[config.mk]
export PLATFORM = sky130hd
export DESIGN_NAME = axi_master_wrapper
export DESIGN_NICKNAME = d
export VERILOG_FILES = /design/src/rtl/axi_master_wrapper_pkg.sv /design/src/rtl/axi_master_wrapper.sv
export SDC_FILE = /design/constraint.sdc
export NUM_CORES = 1
export LEC_CHECK = 0
export BUFFER_PORTS_ARGS = -buffer_cell sky130_fd_sc_hd__buf_2
export CAP_MARGIN = 10
export CORE_MARGIN = 10
export CORE_UTILIZATION = 33
export DETAILED_ROUTE_END_ITERATION = 8
export PLACE_DENSITY = 0.88
export SLEW_MARGIN = 20
export SYNTH_ARGS = -nofsm -noshare
export SYNTH_HDL_FRONTEND = slang
export SYNTH_SLANG_ARGS = --single-unit
export TNS_END_PERCENT = 5
[constraint.sdc]
create_clock -name ACLK -period 1.46 [get_ports ACLK]
set_input_delay 0.146 -clock ACLK [delete_from_list [all_inputs] [get_ports ACLK]]
set_output_delay 0.146 -clock ACLK [all_outputs]
set_load 0.05 [all_outputs]
[src/rtl/axi_master_wrapper_pkg.sv]
// rtl/axi_master_wrapper_pkg.sv - shared AXI widths, response/burst constants and FSM state type
// Purpose: common definitions for the AXI master wrapper.
// Contents: AXI_*_BITS widths, AXI response codes, INCR burst and 4-byte size
//           encodings, and the state_t enum used by the wrapper FSM.
package axi_master_wrapper_pkg;

   localparam int AXI_ADDR_BITS = 32;
   localparam int AXI_DATA_BITS = 32;
   localparam int AXI_LEN_BITS  = 4;
   localparam int AXI_STRB_BITS = AXI_DATA_BITS / 8;
   localparam int AXI_IDS_BITS  = 4;
   localparam int AXI_SIZE_BITS = 3;

   localparam logic [1:0] AXI_RESP_OKAY   = 2'b00;
   localparam logic [1:0] AXI_RESP_SLVERR = 2'b10;
   localparam logic [1:0] AXI_RESP_DECERR = 2'b11;

   localparam logic [1:0]               AXI_BURST_INCR = 2'b01;
   localparam logic [AXI_SIZE_BITS-1:0] AXI_SIZE_4B    = 3'b010;

   typedef enum logic [2:0] {
      ST_IDLE,
      ST_RADDR,
      ST_RDATA,
      ST_WADDR,
      ST_WDATA,
      ST_WRESP,
      ST_DONE
   } state_t;

endpackage

[src/rtl/axi_master_wrapper.sv]
// rtl/axi_master_wrapper.sv - single-outstanding AXI4 master bridging a simple core request port
// Purpose: accepts one core read/write request at a time and runs it as an
//          INCR burst on the AXI AR/R or AW/W/B channels, then pulses core_done
//          with an OKAY/SLVERR completion status.
// Ports:
//   ACLK, ARESETn                 clock, asynchronous active-low reset
//   req_*                         core request (valid/ready, write, addr, len, wstrb)
//   core_wdata/wvalid/wready      core write beat stream
//   core_rdata/rvalid/rlast       core read beat stream (no backpressure)
//   core_done/core_resp           one-cycle completion pulse and response
//   AR*/R*/AW*/W*/B* _M           AXI4 master channels
module axi_master_wrapper
   import axi_master_wrapper_pkg::*;
#(
   parameter logic [AXI_IDS_BITS-1:0]  MASTER_ID  = 4'd0,
   parameter logic [1:0]               BURST_TYPE = AXI_BURST_INCR,
   parameter logic [AXI_SIZE_BITS-1:0] BEAT_SIZE  = AXI_SIZE_4B
) (
   input  logic                      ACLK,
   input  logic                      ARESETn,
   input  logic                      req_valid,
   output logic                      req_ready,
   input  logic                      req_write,
   input  logic [AXI_ADDR_BITS-1:0]  req_addr,
   input  logic [AXI_LEN_BITS-1:0]   req_len,
   input  logic [AXI_STRB_BITS-1:0]  req_wstrb,
   input  logic [AXI_DATA_BITS-1:0]  core_wdata,
   input  logic                      core_wvalid,
   output logic                      core_wready,
   output logic [AXI_DATA_BITS-1:0]  core_rdata,
   output logic                      core_rvalid,
   output logic                      core_rlast,
   output logic                      core_done,
   output logic [1:0]                core_resp,
   output logic [AXI_IDS_BITS-1:0]   ARID_M,
   output logic [AXI_ADDR_BITS-1:0]  ARADDR_M,
   output logic [AXI_LEN_BITS-1:0]   ARLEN_M,
   output logic [AXI_SIZE_BITS-1:0]  ARSIZE_M,
   output logic [1:0]                ARBURST_M,
   output logic                      ARVALID_M,
   input  logic                      ARREADY_M,
   input  logic [AXI_IDS_BITS-1:0]   RID_M,
   input  logic [AXI_DATA_BITS-1:0]  RDATA_M,
   input  logic [1:0]                RRESP_M,
   input  logic                      RLAST_M,
   input  logic                      RVALID_M,
   output logic                      RREADY_M,
   output logic [AXI_IDS_BITS-1:0]   AWID_M,
   output logic [AXI_ADDR_BITS-1:0]  AWADDR_M,
   output logic [AXI_LEN_BITS-1:0]   AWLEN_M,
   output logic [AXI_SIZE_BITS-1:0]  AWSIZE_M,
   output logic [1:0]                AWBURST_M,
   output logic                      AWVALID_M,
   input  logic                      AWREADY_M,
   output logic [AXI_DATA_BITS-1:0]  WDATA_M,
   output logic [AXI_STRB_BITS-1:0]  WSTRB_M,
   output logic                      WLAST_M,
   output logic                      WVALID_M,
   input  logic                      WREADY_M,
   input  logic [AXI_IDS_BITS-1:0]   BID_M,
   input  logic [1:0]                BRESP_M,
   input  logic                      BVALID_M,
   output logic                      BREADY_M
);

   state_t                     state_q, state_d;
   logic [AXI_ADDR_BITS-1:0]   addr_q;
   logic [AXI_LEN_BITS-1:0]    len_q;
   logic [AXI_STRB_BITS-1:0]   wstrb_q;
   logic [AXI_LEN_BITS-1:0]    cnt_q;
   logic                       err_q;

   // Beat counter equal to len marks the final beat; comparing before the
   // increment lets len=15 run 16 beats without the counter wrapping.
   logic last_beat;
   logic r_hs, w_hs, b_hs;

   assign last_beat = (cnt_q == len_q);
   assign r_hs      = (state_q == ST_RDATA) && RVALID_M;
   assign w_hs      = (state_q == ST_WDATA) && core_wvalid && WREADY_M;
   assign b_hs      = (state_q == ST_WRESP) && BVALID_M;

   assign ARID_M     = MASTER_ID;
   assign ARADDR_M   = addr_q;
   assign ARLEN_M    = len_q;
   assign ARSIZE_M   = BEAT_SIZE;
   assign ARBURST_M  = BURST_TYPE;
   assign AWID_M     = MASTER_ID;
   assign AWADDR_M   = addr_q;
   assign AWLEN_M    = len_q;
   assign AWSIZE_M   = BEAT_SIZE;
   assign AWBURST_M  = BURST_TYPE;
   assign WSTRB_M    = wstrb_q;
   assign core_rdata = RDATA_M;

   always_ff @(posedge ACLK or negedge ARESETn) begin
      if (!ARESETn) begin
         state_q <= ST_IDLE;
      end else begin
         state_q <= state_d;
      end
   end

   always_comb begin
      state_d     = state_q;
      req_ready   = 1'b0;
      ARVALID_M   = 1'b0;
      RREADY_M    = 1'b0;
      AWVALID_M   = 1'b0;
      WVALID_M    = 1'b0;
      WDATA_M     = '0;
      WLAST_M     = 1'b0;
      BREADY_M    = 1'b0;
      core_wready = 1'b0;
      core_rvalid = 1'b0;
      core_rlast  = 1'b0;
      core_done   = 1'b0;
      core_resp   = AXI_RESP_OKAY;
      case (state_q)
         ST_IDLE: begin
            req_ready = 1'b1;
            if (req_valid) begin
               state_d = req_write ? ST_WADDR : ST_RADDR;
            end
         end
         ST_RADDR: begin
            ARVALID_M = 1'b1;
            if (ARREADY_M) begin
               state_d = ST_RDATA;
            end
         end
         ST_RDATA: begin
            RREADY_M    = 1'b1;
            core_rvalid = RVALID_M;
            core_rlast  = RLAST_M;
            // A burst that runs to len+1 beats without RLAST is closed anyway.
            if (RVALID_M && (RLAST_M || last_beat)) begin
               state_d = ST_DONE;
            end
         end
         ST_WADDR: begin
            AWVALID_M = 1'b1;
            if (AWREADY_M) begin
               state_d = ST_WDATA;
            end
         end
         ST_WDATA: begin
            WVALID_M    = core_wvalid;
            WDATA_M     = core_wdata;
            WLAST_M     = last_beat;
            core_wready = WREADY_M;
            if (w_hs && last_beat) begin
               state_d = ST_WRESP;
            end
         end
         ST_WRESP: begin
            BREADY_M = 1'b1;
            if (BVALID_M) begin
               state_d = ST_DONE;
            end
         end
         ST_DONE: begin
            core_done = 1'b1;
            // Any non-OKAY beat sets the error flag, so an un-flagged
            // transaction's last response was necessarily OKAY.
            core_resp = err_q ? AXI_RESP_SLVERR : AXI_RESP_OKAY;
            state_d   = ST_IDLE;
         end
         default: state_d = ST_IDLE;
      endcase
   end

   always_ff @(posedge ACLK or negedge ARESETn) begin
      if (!ARESETn) begin
         addr_q  <= '0;
         len_q   <= '0;
         wstrb_q <= '0;
         cnt_q   <= '0;
         err_q   <= 1'b0;
      end else begin
         if ((state_q == ST_IDLE) && req_valid) begin
            addr_q  <= req_addr;
            len_q   <= req_len;
            wstrb_q <= req_wstrb;
            cnt_q   <= '0;
            err_q   <= 1'b0;
         end
         if (r_hs) begin
            if ((RRESP_M != AXI_RESP_OKAY) || (RID_M != MASTER_ID) || (last_beat && !RLAST_M)) begin
               err_q <= 1'b1;
            end
            cnt_q <= (RLAST_M || last_beat) ? '0 : cnt_q + 1'b1;
         end
         if (w_hs) begin
            cnt_q <= last_beat ? '0 : cnt_q + 1'b1;
         end
         if (b_hs && ((BRESP_M != AXI_RESP_OKAY) || (BID_M != MASTER_ID))) begin
            err_q <= 1'b1;
         end
      end
   end

endmodule

==> results of run 1 <==
==> worst max-delay path, cell delays in order, from the launching register on <==
cell	delay, ns
dfrtp_2	0.46
buf_6	0.14
or3b_4	0.38
a21oi_2	0.17
a211o_1	0.25
mux2_4	0.32
==> registers in the layout (all words and copies together) (netlist names) <==
| signal | cells |
|---|---|
| WSTRB_M | 4 |
| ARLEN_M | 4 |
| state_q | 3 |
| err_q | 1 |
| cnt_q | 4 |
| ARADDR_M | 32 |
==> through the flow <==
stage / worst slack [ns] / setup TNS, ns
3_5_place_dp: -0.308 / -19.14
5_1_grt: -0.424 / -29.44
6_report: -0.362 / -22.73
2_1_floorplan: -0.385 / -13.07
3_3_place_gp: -0.216 / -14.66
4_1_cts: -0.312 / -23.34
==> per-layer routing <==
metal,vias up,part of all wire [%],track usage [%]
met5,-,0,0
met4,0,2.6,4.84
met3,29,15,7.96
met2,189,51,26.7
met1,1203,31,12.9
li1,1212,-,-
==> repair_timing <==
item                       CTS  global route
setup buffers                9             3
hold buffers                 1             0
pin swaps                    8            15
setup endpoints to repair   92            92
gates resized for setup    109            27
hold endpoints to repair    48             0
cloned                       1             0
==> logic make-up (layout without fill, tap and decap cells) <==
group                      Yosys count  after routing  synth area share [%]
AOI/OAI and AO/OA                   16             16                  3.93
muxes                               43             43                  15.9
xor gates and xnor gates             4              4                  1.15
other                                2             19                 0.246
and+or+nand+nor                     73             73                  15.1
buffers and inverters              100            268                  23.6
adders and majority gates            2              2                 0.818
DFF                                 48             48                  39.3
==> layout make-up <==
class | count | area share, %
clock inverters | 2 | 0.331
multi-input cells | 157 | 29.2
clock buffers | 6 | 1.82
repair buffers | 257 | 38.8
well taps | 111 | 3.06
inverters | 3 | 0.248
flip-flops and latches | 48 | 26.5
==> worst paths after layout <==
| path | start | end | slack (ns) |
|---|---|---|---|
| max in group asynchronous | ARESETn | state_q[0] | 0.54 |
| hold / removal | req_addr[13] | ARADDR_M[13] | 0.06 |
| min in group asynchronous | ARESETn | WSTRB_M[1] | 0.47 |
| setup / recovery | state_q[1] | state_q[2] | -0.36 |
| setup reg to reg | state_q[1] | state_q[2] | -0.36 |
| hold reg to reg | ARADDR_M[13] | ARADDR_M[13] | 0.52 |
==> cells in the mapped netlist, drive strengths merged, types with 2 or more instances <==
| library cell | instances | area share (%) |
|---|---|---|
| nand2 | 6 | 0.74 |
| dfrtp | 48 | 39 |
| nor2 | 8 | 1.1 |
| conb | 2 | 0.25 |
| or3b | 2 | 0.57 |
| mux2 | 42 | 16 |
| xnor2 | 4 | 1.1 |
| or4 | 2 | 0.49 |
| buf | 93 | 23 |
| nor3b | 3 | 0.90 |
| inv | 3 | 0.37 |
| clkbuf | 4 | 0.61 |
| o21ai | 4 | 0.65 |
| nor2b | 2 | 0.41 |
| ha | 2 | 0.82 |
| nor3 | 4 | 0.65 |
| a21oi | 3 | 0.61 |
| and2 | 36 | 7.4 |
| o21bai | 2 | 0.49 |
==> out/qor.txt, run 1 <==
Status - finished, violations left
Violated checks - setup timing
RSZ-0062 raised after global routing - yes
Period minus WS final - 1.82 ns
Clk sinks - 48
All-Layer GR Usage - 14.4%
Synth warn - 0
Tcrit/Tclk final - 125%
Post-DR wirelength/cell - 18.1 um
Most common cell after layout, fill and taps aside - buf_2
Commonest cells after routing, fill and taps aside - 170 x buf_2, 45 x dfrtp_1, 44 x buf_6
Port bufs - 214
CP endpoint kind - register
Critical path class - reg2reg
Final Setup Violations - 92
Number of synthesized flops with an enable pin - 0
Final Skew - 0.00537 ns
Layout Cells excl Fill - 584
Worst-Skew Late Latency - 0.30 ns
Worst path required time - 1.65 ns
Number of max-cap violations - 0
Starting Density - 33.4%
Number of buffers created by CTS - 5
GRT overflow - 0
Via density - 4.51
Clock tree buffer depth - 2
Synth Cell Area - 3060 sq um
Drt first pass iters - 3
R2R cell count - 5
Post-Synthesis Cells - 288
Fin area - 4540 sq um
Vias - 2,633
First-pass GRT wire length - 15,500 um
Syn avg cell area - 10.6 sq um
Distinct cell type count after synthesis - 45
Reg clk slew, reported paths - 0.10 ns
Initial antenna violation count - 0
Final ANT Viol Nets - 0
HPWL after DPL - 8510 um
Worst slew pin tran - 0.615 ns
Fraction of layout cells with a size suffix above 1 - 68.7%
Reg area - 1200 sq um
Predominant post-synthesis flop cell - dfrtp_1
Cells after DPL - 562
# IOs - 298
Nets - 601
Hold slack - 0.0592 ns
Initial drt markers - 69
Final Routed Wirelength - 10,600 um
Clock root buffer - clkbuf_8
Chip width - 116 um
FP Rows - 35
Final Max Slew Viols - 0
Yosys reg bits - 48
Final cell utilization of the core - 49.6%
Cell Area, Placed - 3900 sq um
Class of the worst hold path - in2reg
Core region area - 9150 sq um
Crit-path max FO - 6
Final hold viol count - 0
Residual DRC count - 0
Footprint of the multi-input gates - 1330 sq um
Hold-critical path depth - 2
H-tree depth - 2
Layout area overhead - 48.4%
Headroom to the max-slew limit - 59.0%
Fillers - 821
Async SR Flop Fraction - 100%
Die area - 13,500 sq um
CP arrival - 2.02 ns
CTS tree - done
N_diodes - 0
Die Span Y - 116 um
Vias in the first global route - 2,919
Seq/Total Area, Yosys - 39.3%
Setup crit start kind - register
Final worst-path setup slack - -0.362 ns
RePlAce Congestion - 0.890
Largest net degree at the start of global routing - 49
Highest clock rate - 0.549 GHz
Power of run 1 is not shown: default switching activity piles up to over one toggle a cycle in this logic, so the estimate is an artifact.
==> run 2: changes to the inputs <==
Settings changed: CELL_PAD_IN_SITES_DETAIL_PLACEMENT from default to 1, CELL_PAD_IN_SITES_GLOBAL_PLACEMENT from default to 1, CORE_UTILIZATION 33 to 22, PLACE_DENSITY 0.88 to 0.87.
==> out/qor.txt, run 2 (synthesized netlist as in run 1, its figures left out) <==
Status - finished, violations left
Violated checks - setup timing
Core region area - 13,800 sq um
Cell chain of the critical path - nor3b_4 -> buf_6 -> buf_6 -> a22o_1 -> a211o_1 -> mux2_4
FP Rows - 43
Fillers - 1,602
Tcrit/Tclk final - 123%
CP arrival - 1.97 ns
Vias - 2,674
Critical path class - reg2reg
Fraction of layout cells with a size suffix above 1 - 69.6%
Final hold viol count - 0
Nets - 603
Class of the worst hold path - in2reg
GRT overflow - 0
Fin area - 4760 sq um
Post-DR wirelength/cell - 17.5 um
Number of max-cap violations - 0
Clock tree buffer depth - 2
Final ANT Viol Nets - 0
CP endpoint kind - register
H-tree depth - 2
All-Layer GR Usage - 10.8%
Final Max Slew Viols - 0
Period minus WS final - 1.80 ns
Final worst-path setup slack - -0.339 ns
N_diodes - 0
Final Setup Violations - 92
Clk sinks - 48
Cell Pwr Density - 3050 nW/um^2
Dpl ws - -0.279 ns
Highest clock rate - 0.556 GHz
Starting Density - 22.2%
Crit-path slowest cell - dfrtp_2
Max reg flops - 32
Worst-Skew Late Latency - 0.28 ns
Port bufs - 214
Worst path required time - 1.63 ns
RePlAce Congestion - 0.833
Chip width - 138 um
Residual DRC count - 0
CTS tree - done
Setup crit start kind - register
Final Routed Wirelength - 11,400 um
Crit-path max FO - 6
Initial drt markers - 43
Number of buffers created by CTS - 5
Crit-path most repeated cell - buf_6
Cells after DPL - 634
Initial antenna violation count - 3
First-pass GRT wire length - 15,900 um
RSZ-0062 raised after global routing - yes
Hold slack - 0.0732 ns
Die area - 19,000 sq um
Cell Area, Placed - 4070 sq um
Final Skew - 0.0104 ns
Critical Path Max Stage Delay - 0.44 ns
Vias in the first global route - 2,940
Layout area overhead - 55.7%
Largest net degree at the start of global routing - 34
Most common cell after layout, fill and taps aside - buf_2
Clock root buffer - clkbuf_16
Die Span Y - 138 um
Via density - 4.09
HPWL after DPL - 9360 um
Drt first pass iters - 3
Power, Total - 14.5 mW
VDD IR max - 0.989 mV
# IOs - 298
Leak - 2.40 nW
Commonest cells after routing, fill and taps aside - 171 x buf_2, 45 x dfrtp_1, 34 x buf_4
Reg clk slew, reported paths - 0.07 ns
Layout Cells excl Fill - 654
==> run 2: cell count changes in the layout (fill, tap and decap cells not counted), moves of 2 or more <==
| cell | before | now |
|---|---|---|
| and2_1 | 27 | 16 |
| and2_4 | 9 | 20 |
| buf_12 | 3 | 7 |
| buf_4 | 32 | 34 |
| buf_6 | 44 | 27 |
| buf_8 | 7 | 19 |
| clkbuf_16 | 0 | 5 |
| clkbuf_8 | 6 | 0 |
| clkinvlp_4 | 2 | 0 |
==> run 2: per-layer routing <==
metal / track usage (%) / wire length [um] / vias to the layer above
li1: - / - / 1222
met1: 9.37 / 3450 / 1248
met2: 19.7 / 5740 / 183
met3: 6.92 / 2020 / 19
met4: 3.42 / 196 / 2
met5: 0 / 7 / -
==> run 2: path summary, 6_finish.rpt <==
| path | from | to | slack [ns] | depth (start not counted) |
|---|---|---|---|---|
| min in group asynchronous | ARESETn | ARADDR_M[7] | 0.39 | 3 |
| setup / recovery | state_q[2] | state_q[2] | -0.34 | 6 |
| max in group asynchronous | ARESETn | cnt_q[3] | 0.74 | 3 |
| hold / removal | req_addr[31] | ARADDR_M[31] | 0.07 | 2 |
| setup reg to reg | state_q[2] | state_q[2] | -0.34 | 6 |
| hold reg to reg | WSTRB_M[3] | WSTRB_M[3] | 0.49 | 1 |
==> run 2: worst max-delay path, delay by kind of cell (launching register included) <==
kind            cells  cell delay, ns
mux                 1            0.31
simple gates        1            0.18
flops               1            0.44
compound gates      2            0.52
buf+inv             2            0.23
==> run 2: cell type report <==
cell class	count	area, sq um	share of cell area [%]
clock inverter	1	5.00	0.105
tap	180	225	4.73
multi-input combinational	157	1340	28.0
sequential	48	1200	25.3
timing repair buffer	259	1850	38.9
clock buffer	6	129	2.71
inverter	3	11.3	0.237
==> run 2: stage by stage <==
| step | TNS, ns | utilization (%) |
|---|---|---|
| 6_report | -23.15 | 34.6 |
| 5_1_grt | -29.31 | 34.6 |
| 4_1_cts | -21.74 | 33.0 |
| 3_5_place_dp | -12.40 | 29.5 |
| 3_3_place_gp | -9.84 | 29.5 |
| 2_1_floorplan | -13.07 | - |
==> run 2: timing repair <==
action                                  in CTS  in global routing
cloned                                       2                  1
hold buffers                                 1                  0
resized for setup                           91                 51
setup buffers                                4                  5
pin swaps                                    9                 22
hold endpoints to repair                    48                  0
endpoints found under the setup margin      92                 92
==> run 2: power by group <==
group	internal [mW]	leakage [nW]	switching [mW]
Sequential	2.00	0.573	0.493
Combinational	3.61	1.76	7.37
Clock	0.623	0.0667	0.452
No activity file was read; power rests on OpenSTA's default activity.
==> run 3: changes to the inputs <==
Settings changed: HOLD_SLACK_MARGIN from default to 0.08, SETUP_SLACK_MARGIN from default to 0.02.
==> out/qor.txt, run 3 (synthesized netlist as in run 1, its figures left out) <==
Status - finished, violations left
Violated checks - setup timing
FP Rows - 43
Vias in the first global route - 3,056
Post-DR wirelength/cell - 18.3 um
Final Skew - 0.00496 ns
RePlAce Congestion - 0.790
Max reg flops - 32
Cell Pwr Density - 3040 nW/um^2
Residual DRC count - 0
Die area - 19,000 sq um
Layout area overhead - 64.3%
Tcrit/Tclk final - 124%
RSZ-0062 raised after global routing - yes
First-pass GRT wire length - 16,800 um
Commonest cells after routing, fill and taps aside - 170 x buf_2, 43 x dfrtp_1, 33 x buf_4
Final hold viol count - 0
Cells after DPL - 636
Largest net degree at the start of global routing - 49
Initial antenna violation count - 1
Worst path required time - 1.31 ns
Net Sw Power - 8.52 mW
Combinational share of power - 75.9%
Fraction of layout cells with a size suffix above 1 - 73.6%
Clk pwr share - 7.6%
HPWL after DPL - 9820 um
Die Span Y - 138 um
Via density - 4.06
Crit-path max FO - 6
Core region area - 13,800 sq um
Most common cell after layout, fill and taps aside - buf_2
Period minus WS final - 1.81 ns
VDD IR max - 0.864 mV
Vias - 2,701
Nets - 612
CP endpoint kind - primary output
Chip width - 138 um
Class of the worst hold path - in2reg
CTS tree - done
Final worst-path setup slack - -0.348 ns
Clk sinks - 48
Setup crit start kind - register
Final Max Slew Viols - 0
Power, Total - 15.3 mW
Setup_tns - -22.16 ns
Starting Density - 22.2%
CP arrival - 1.66 ns
Final ANT Viol Nets - 0
Layout Cells excl Fill - 665
Leak - 2.51 nW
Dpl ws - -0.401 ns
Number of max-cap violations - 0
Port bufs - 214
Sw frac - 55.9%
Critical path class - reg2out
Clock tree buffer depth - 2
Final Routed Wirelength - 12,200 um
H-tree depth - 2
GRT overflow - 0
Reg clk slew, reported paths - 0.06 ns
Cell internal pwr - 6.73 mW
Number of buffers created by CTS - 5
Worst-Skew Late Latency - 0.28 ns
Clock root buffer - clkbuf_16
# IOs - 298
Final Setup Violations - 92
Highest clock rate - 0.553 GHz
Sequential power share - 16.6%
Drt first pass iters - 4
All-Layer GR Usage - 11.4%
Initial drt markers - 32
[run 3: cell types whose count changed in the layout (fill, tap and decap cells not counted), moves of 3 or more]
cell | before | now
buf_12 | 7 | 11
and2_1 | 16 | 4
mux2_4 | 2 | 5
mux2_1 | 13 | 10
buf_6 | 27 | 20
and2_4 | 20 | 32
dlygate4sd3_1 | 1 | 6
buf_8 | 19 | 26
[run 3: final timing paths]
check | start | end | slack, ns | cells after the start
min in group asynchronous | ARESETn | ARADDR_M[23] | 0.38 | 3
hold reg to reg | WSTRB_M[0] | WSTRB_M[0] | 0.51 | 1
setup / recovery | state_q[1] | WLAST_M | -0.35 | 5
setup reg to reg | state_q[2] | state_q[2] | -0.30 | 6
max in group asynchronous | ARESETn | state_q[1] | 0.83 | 3
hold / removal | req_addr[13] | ARADDR_M[13] | 0.09 | 2
[run 3: critical path, stage by stage (launching register included)]
cell     delay (ns)
dfrtp_2        0.47
buf_6          0.14
or3b_4         0.37
buf_6          0.13
nor2_4         0.12
buf_12         0.15
[run 3: cell type report]
class	count	area, sq um
antenna	1	2.50
tap	180	225
fill	1550	8750
clock inverter	1	7.51
sequential	48	1210
inverter	3	16.3
timing repair buffer	268	2050
multi-input combinational	157	1370
clock buffer	7	143
[run 3: repair_timing]
action                                  4_1_cts  5_1_grt
hold endpoints to repair                     52        1
setup buffers                                 9        3
endpoints found under the setup margin       92       92
gates cloned                                  2        0
resized for setup                           133       41
pin swaps                                    20       16
hold buffers                                  5        1
[run 3: routing by layer]
| metal | GRT usage [%] | wire length, um | share of wire, % |
|---|---|---|---|
| met1 | 10.1 | 3940 | 32 |
| met2 | 21.7 | 6230 | 51 |
| met5 | 0 | 0 | 0 |
| met3 | 5.98 | 1810 | 15 |
| met4 | 3.71 | 204 | 1.7 |
[run 3: power by group through the flow]
stage	combinational [mW]	sequential [mW]	clock, mW
floorplan	6.12	4.50	0
global placement	9.77	2.51	0
detailed placement	9.93	2.58	0
CTS	11.2	2.55	1.21
global route	12.1	2.64	1.25
finish	11.6	2.53	1.15
[run 3: per-stage QoR]
step | instance area [sq um] | hold WS [ns] | utilization (%)
final | 5020 | 0.0876 | 36.5
after detailed placement | 4110 | 0.157 | 29.9
after CTS | 4840 | 0.0808 | 35.2
after global placement | 4110 | 0.153 | 29.9
after global routing | 5020 | 0.0837 | 36.5
after floorplan | 3160 | -0.150 | -
